$ cat src/rtl/ram_access_ctrl.sv
// Two-port round-robin arbiter and access sequencer for the 16x8 bus RAM.
// Each grant runs IDLE -> SETUP -> ACCESS -> ACK with registered strobes.
module ram_access_ctrl #(
    parameter int ADDR_W = 4,
    parameter int DATA_W = 8
) (
    input  logic              clk,
    input  logic              rst,
    input  logic              req0,
    input  logic              we0,
    input  logic [ADDR_W-1:0] addr0,
    input  logic [DATA_W-1:0] wdata0,
    output logic              ack0,
    input  logic              req1,
    input  logic              we1,
    input  logic [ADDR_W-1:0] addr1,
    input  logic [DATA_W-1:0] wdata1,
    output logic              ack1,
    output logic [DATA_W-1:0] rdata,
    output logic              busy,
    output logic [ADDR_W-1:0] ram_add_4,
    output logic              ram_in,
    output logic              ram_out,
    output logic [DATA_W-1:0] bus_wdata,
    output logic              bus_drive_en,
    input  logic [DATA_W-1:0] bus_rdata
);

    typedef enum logic [1:0] {
        IDLE   = 2'd0,
        SETUP  = 2'd1,
        ACCESS = 2'd2,
        ACK    = 2'd3
    } state_t;

    state_t            state;
    logic              rr;
    logic              port_q;
    logic              we_q;
    logic [DATA_W-1:0] wdata_q;

    logic              gnt_valid;
    logic              gnt_port;
    logic              gnt_we;
    logic [ADDR_W-1:0] gnt_addr;
    logic [DATA_W-1:0] gnt_wdata;

    // Arbitration: single requester wins, a tie goes to the favoured port
    always_comb begin
        gnt_valid = req0 | req1;
        gnt_port  = (req0 & req1) ? rr : req1;
        gnt_we    = gnt_port ? we1 : we0;
        gnt_addr  = gnt_port ? addr1 : addr0;
        gnt_wdata = gnt_port ? wdata1 : wdata0;
    end

    // Sequencer: state, request capture and all registered outputs
    always_ff @(posedge clk or posedge rst) begin
        if (rst) begin
            state        <= IDLE;
            rr           <= 1'b0;
            port_q       <= 1'b0;
            we_q         <= 1'b0;
            wdata_q      <= '0;
            ack0         <= 1'b0;
            ack1         <= 1'b0;
            rdata        <= '0;
            busy         <= 1'b0;
            ram_add_4    <= '0;
            ram_in       <= 1'b0;
            ram_out      <= 1'b0;
            bus_wdata    <= '0;
            bus_drive_en <= 1'b0;
        end else begin
            unique case (state)
                IDLE: begin
                    ack0 <= 1'b0;
                    ack1 <= 1'b0;
                    if (gnt_valid) begin
                        port_q    <= gnt_port;
                        we_q      <= gnt_we;
                        wdata_q   <= gnt_wdata;
                        ram_add_4 <= gnt_addr;
                        rr        <= ~gnt_port;
                        busy      <= 1'b1;
                        state     <= SETUP;
                    end
                end
                SETUP: begin
                    if (we_q) begin
                        ram_in       <= 1'b1;
                        bus_drive_en <= 1'b1;
                        bus_wdata    <= wdata_q;
                    end else begin
                        ram_out <= 1'b1;
                    end
                    state <= ACCESS;
                end
                ACCESS: begin
                    ram_in       <= 1'b0;
                    ram_out      <= 1'b0;
                    bus_drive_en <= 1'b0;
                    bus_wdata    <= '0;
                    if (!we_q) begin
                        rdata <= bus_rdata;
                    end
                    ack0  <= ~port_q;
                    ack1  <= port_q;
                    state <= ACK;
                end
                ACK: begin
                    ack0  <= 1'b0;
                    ack1  <= 1'b0;
                    busy  <= 1'b0;
                    state <= IDLE;
                end
                default: begin
                    state <= IDLE;
                end
            endcase
        end
    end

endmodule

$ cat config.mk
export PLATFORM = sky130hd
export DESIGN_NAME = ram_access_ctrl
export DESIGN_NICKNAME = d
export VERILOG_FILES = /design/src/rtl/ram_access_ctrl.sv
export SDC_FILE = /design/constraint.sdc
export NUM_CORES = 1
export LEC_CHECK = 0
export ABC_AREA = 0
export CAP_MARGIN = 10
export CELL_PAD_IN_SITES_DETAIL_PLACEMENT = 0
export CELL_PAD_IN_SITES_GLOBAL_PLACEMENT = 1
export CORE_ASPECT_RATIO = 0.5
export CORE_MARGIN = 4
export CORE_UTILIZATION = 30
export DETAILED_ROUTE_END_ITERATION = 10
export PLACE_DENSITY = 0.71
export SETUP_SLACK_MARGIN = 0.02
export SLEW_MARGIN = 25
export SYNTH_ARGS = -nofsm -noshare
export SYNTH_HDL_FRONTEND = slang
export SYNTH_SLANG_ARGS = --single-unit
$ cat constraint.sdc
create_clock -name clk -period 1.5 [get_ports clk]
set_input_delay 0.45 -clock clk [delete_from_list [all_inputs] [get_ports clk]]
set_output_delay 0.45 -clock clk [all_outputs]
set_load 0.02 [all_outputs]
==> summary.md <==
## Power
* **Psw** 2.16 mW
* **maximum VDD drop** 0.000838 V
* **leak pwr** 1.27 nW
* **Sequential Power Share** 31.5%
* **cell internal pwr** 3.64 mW
* **combinational share of power** 48.0%
* **total power of the final layout** 5.80 mW
* **fraction of power spent switching nets** 37.2%
* **Clock Power Share** 20.5%
* **power per standard cell area** 2050 nW/µm²

## STA
* **number of max-slew violations in the final report** 0
* **clock tree skew after final layout** 0.00223 ns
* **minimum setup slack in the final design** 0.0360 ns
* **worst slew pin tran** 0.452 ns
* **setup tns final** 0 ns
* **final worst path period need** 1.46 ns
* **unrepaired setup endpoints after global routing** true
* **Final setup viols** 0
* **Hold WS** 0.459 ns
* **upper clock frequency limit** 683 MHz
* **Relative slew margins** 69.8%
* **part of the cycle the worst path needs** 97.6%
* **final hold vios** 0

## Global routing
* **antenna violations before repair** 0
* **maximum number of pins on one net before global-route repair** 29
* **first-pass GRT wire length** 7.51 mm
* **total gr overflow** 0
* **gr usage total** 13.0%
* **vias in the first global route** 1570

## Setup path
* **family with the most delay on the worst path** flip-flops
* **data arrival time of the worst path** 1.01 ns
* **launching element type of the critical path** register
* **Buf+Inv Stages, Crit Path** 1
* **Worst path max stage delay** 0.40 ns
* **biggest fanout along the worst timing path** 3
* **category of the most critical setup path** register to output pin
* **category of the worst setup path capture point** output pin
* **Critical Path, Cell by Cell** dlygate4sd2_1
* **Worst path slowest cell** sky130_fd_sc_hd__dfrtp_1
* **Req. time, crit path** 1.05 ns

## Placed design
* **number of placed cells counting well taps** 316
* **routability-driven placement congestion ratio** 0.702
* **Detailed Place HPWL** 3.39 mm
* **DP Worst Slack** -0.356 ns
* **port buffer count** 63
* **Placement Cell Area** 2580 µm²

## Detailed routing
* **total via count after detailed routing** 1565
* **# DRC** 0
* **met1 WL** 2.19 mm
* **Iteration-0 DRC Markers** 81
* **average wire length per cell after detail routing** 15.0 µm
* **drt via density** 4.77
* **Pre-antenna DRT Iters** 5
* **Detail Route met2 WL** 2.40 mm
* **met3 wire length** 277 µm
* **Detailed Route WL** 4.92 mm
* **Antenna Violating Nets Remaining** 0
* **uppermost signal routing layer after detailed routing** met4

## Die
* **die area** 7350 µm²
* **Die X-Extent** 117 µm
* **effective utilization at floorplan** 31.8%
* **core area** 5630 µm²
* **Die H** 62.6 µm
* **number of top-level pins** 64
* **floorplan row count** 19

## Finish
* **multi-input combinational cell area** 801 µm²
* **total inserted antenna cells** 0
* **share of cells above drive strength 1** 20.4%
* **nets@finish** 299
* **area overhead of the layout relative to synthesis** 58.4%
* **Sequential cell area** 952 µm²
* **final cell area excluding filler cells** 2840 µm²
* **Layout Utilization** 50.4%
* **total of fill cells in the finished design** 538
* **non-filler instance count after layout** 328

## Yosys
* **library cells used by synthesis** 26
* **cell count after synthesis** 173
* **synth warn** 0
* **synthesized cell area** 1790 µm²
* **share of synthesized area occupied by flip-flops and latches** 53.1%
* **synthesized area divided by synthesized cell count** 10.4 µm²
* **flop and latch count out of synthesis** 38
* **Synthesized Nets** 218

## Clocking
* **register clock-pin slew on the reported worst setup and hold paths** 0.06 ns
* **clock root cell** sky130_fd_sc_hd__clkbuf_16
* **clock latency on the worst-skew pair** 0.28 ns
* **clock net sink count** 38
* **buffer depth of the longest clock path** 2
* **clock tree from TritonCTS** done
* **number of H-tree branching levels** 2
* **Inserted Clock Buffers** 5

## Run status
* **outcome** completed

## Job
* **max-cap violations** 0

## Min path
* **worst min path class** register to register

==> path summary, 6_finish.rpt <==
path                              startpoint  slack, ns      endpoint  cells after the start
max in group asynchronous                rst       0.71      state[1]                      3
worst min register to register  bus_wdata[7]       0.46  bus_wdata[7]                      2
worst max register to register      state[1]       0.06      state[1]                      4
worst min-delay path            bus_wdata[7]       0.46  bus_wdata[7]                      2
worst max-delay path            bus_drive_en       0.04  bus_drive_en                      1
min in group asynchronous                rst       0.49      rdata[7]                      3
==> flip-flops by register name, indices dropped and copies added, names as in the netlist <==
register and flops:
ack1 1, port_q 1, rdata 8, bus_drive_en 1, ram_out 1, bus_wdata 8, ack0 1, we_q 1
wdata_q 8, state 2, ram_add_4 4, rr 1, busy 1
==> per-layer routing <==
metal,vias to the layer above,global-route usage (%)
met5,-,0
met4,0,4.29
met3,6,3.58
met2,45,21.1
met1,739,16.6
li1,775,-
==> cells in the final DEF (no fill, tap or decap), types with 3 or more instances in the layout <==
cell type,synthesis,final
sky130_fd_sc_hd__a22o_1,3,3
sky130_fd_sc_hd__clkbuf_16,0,6
sky130_fd_sc_hd__inv_1,7,4
sky130_fd_sc_hd__dlygate4sd2_1,0,23
sky130_fd_sc_hd__dfrtp_1,38,37
sky130_fd_sc_hd__a31oi_1,14,14
sky130_fd_sc_hd__and3_1,4,4
sky130_fd_sc_hd__nor2_1,14,14
sky130_fd_sc_hd__ha_1,7,3
sky130_fd_sc_hd__a21oi_1,8,7
sky130_fd_sc_hd__clkdlybuf4s15_1,0,3
sky130_fd_sc_hd__nand3_1,14,14
sky130_fd_sc_hd__mux2_2,9,9
sky130_fd_sc_hd__clkdlybuf4s50_1,0,35
sky130_fd_sc_hd__nand2_1,12,12
sky130_fd_sc_hd__o21ai_0,20,19
sky130_fd_sc_hd__buf_4,1,17
==> power groups by stage <==
stage	registers (mW)	logic (mW)	clock network [mW]
finish	1.83	2.79	1.19
global route	1.88	3.05	1.28
CTS	1.80	2.59	1.21
detailed placement	1.82	2.74	0
global placement	1.81	2.69	0
floorplan	2.12	1.25	0
==> repair_timing <==
| action | in CTS | in global routing |
|---|---|---|
| buffers inserted | 1 | 0 |
| hold endpoints to repair | 0 | 0 |
| endpoints found under the setup margin | 53 | 35 |
| hold buffers | 0 | 0 |
| gates resized for setup | 30 | 22 |
| gates cloned | 0 | 3 |
==> final cells by class <==
type	count	share of cell area, %
Clock inverter	3	1.41
Inverter	7	1.06
Clock buffer	5	4.41
Timing Repair Buffer	83	27.9
Tap cell	73	3.22
Sequential cell	38	33.6
Timing Repair inverter	1	0.265
Multi-Input combinational cell	118	28.2
==> cells by family (layout without fill, tap and decap cells) <==
group / after synthesis / count (layout) / synth area share [%]
AOI/OAI and AO/OA: 47 / 47 / 14.9
muxes: 11 / 11 / 6.77
and+or+nand+nor: 52 / 53 / 14.5
DFF: 38 / 38 / 53.1
buffers and inverters: 18 / 99 / 5.94
adders and majority gates: 7 / 7 / 4.89
==> synth_stat cells <==
cell / count / area share, %
sky130_fd_sc_hd__nand3_1: 14 / 3.9
sky130_fd_sc_hd__dfrtp_1: 38 / 53
sky130_fd_sc_hd__nand4b_1: 1 / 0.49
sky130_fd_sc_hd__a21oi_1: 8 / 2.2
sky130_fd_sc_hd__nor3b_2: 2 / 1.4
sky130_fd_sc_hd__buf_6: 4 / 2.5
sky130_fd_sc_hd__nand2b_1: 1 / 0.35
sky130_fd_sc_hd__and3_1: 4 / 1.4
sky130_fd_sc_hd__nor2_1: 14 / 2.9
sky130_fd_sc_hd__nor3_1: 1 / 0.28
sky130_fd_sc_hd__a31oi_1: 14 / 4.9
sky130_fd_sc_hd__nor2b_1: 1 / 0.35
sky130_fd_sc_hd__o21a_1: 1 / 0.42
sky130_fd_sc_hd__nand2_1: 12 / 2.5
sky130_fd_sc_hd__buf_4: 1 / 0.42
sky130_fd_sc_hd__buf_2: 3 / 0.84
sky130_fd_sc_hd__o21ai_0: 20 / 5.6
sky130_fd_sc_hd__ha_1: 7 / 4.9
sky130_fd_sc_hd__a22o_1: 3 / 1.5
sky130_fd_sc_hd__mux2_2: 9 / 5.7
sky130_fd_sc_hd__clkbuf_2: 1 / 0.28
sky130_fd_sc_hd__and2b_1: 2 / 0.84
sky130_fd_sc_hd__o21ai_1: 1 / 0.28
sky130_fd_sc_hd__mux2i_1: 2 / 1.1
sky130_fd_sc_hd__inv_1: 7 / 1.5
sky130_fd_sc_hd__clkbuf_1: 2 / 0.42
Power figures use the tool's default switching activity.
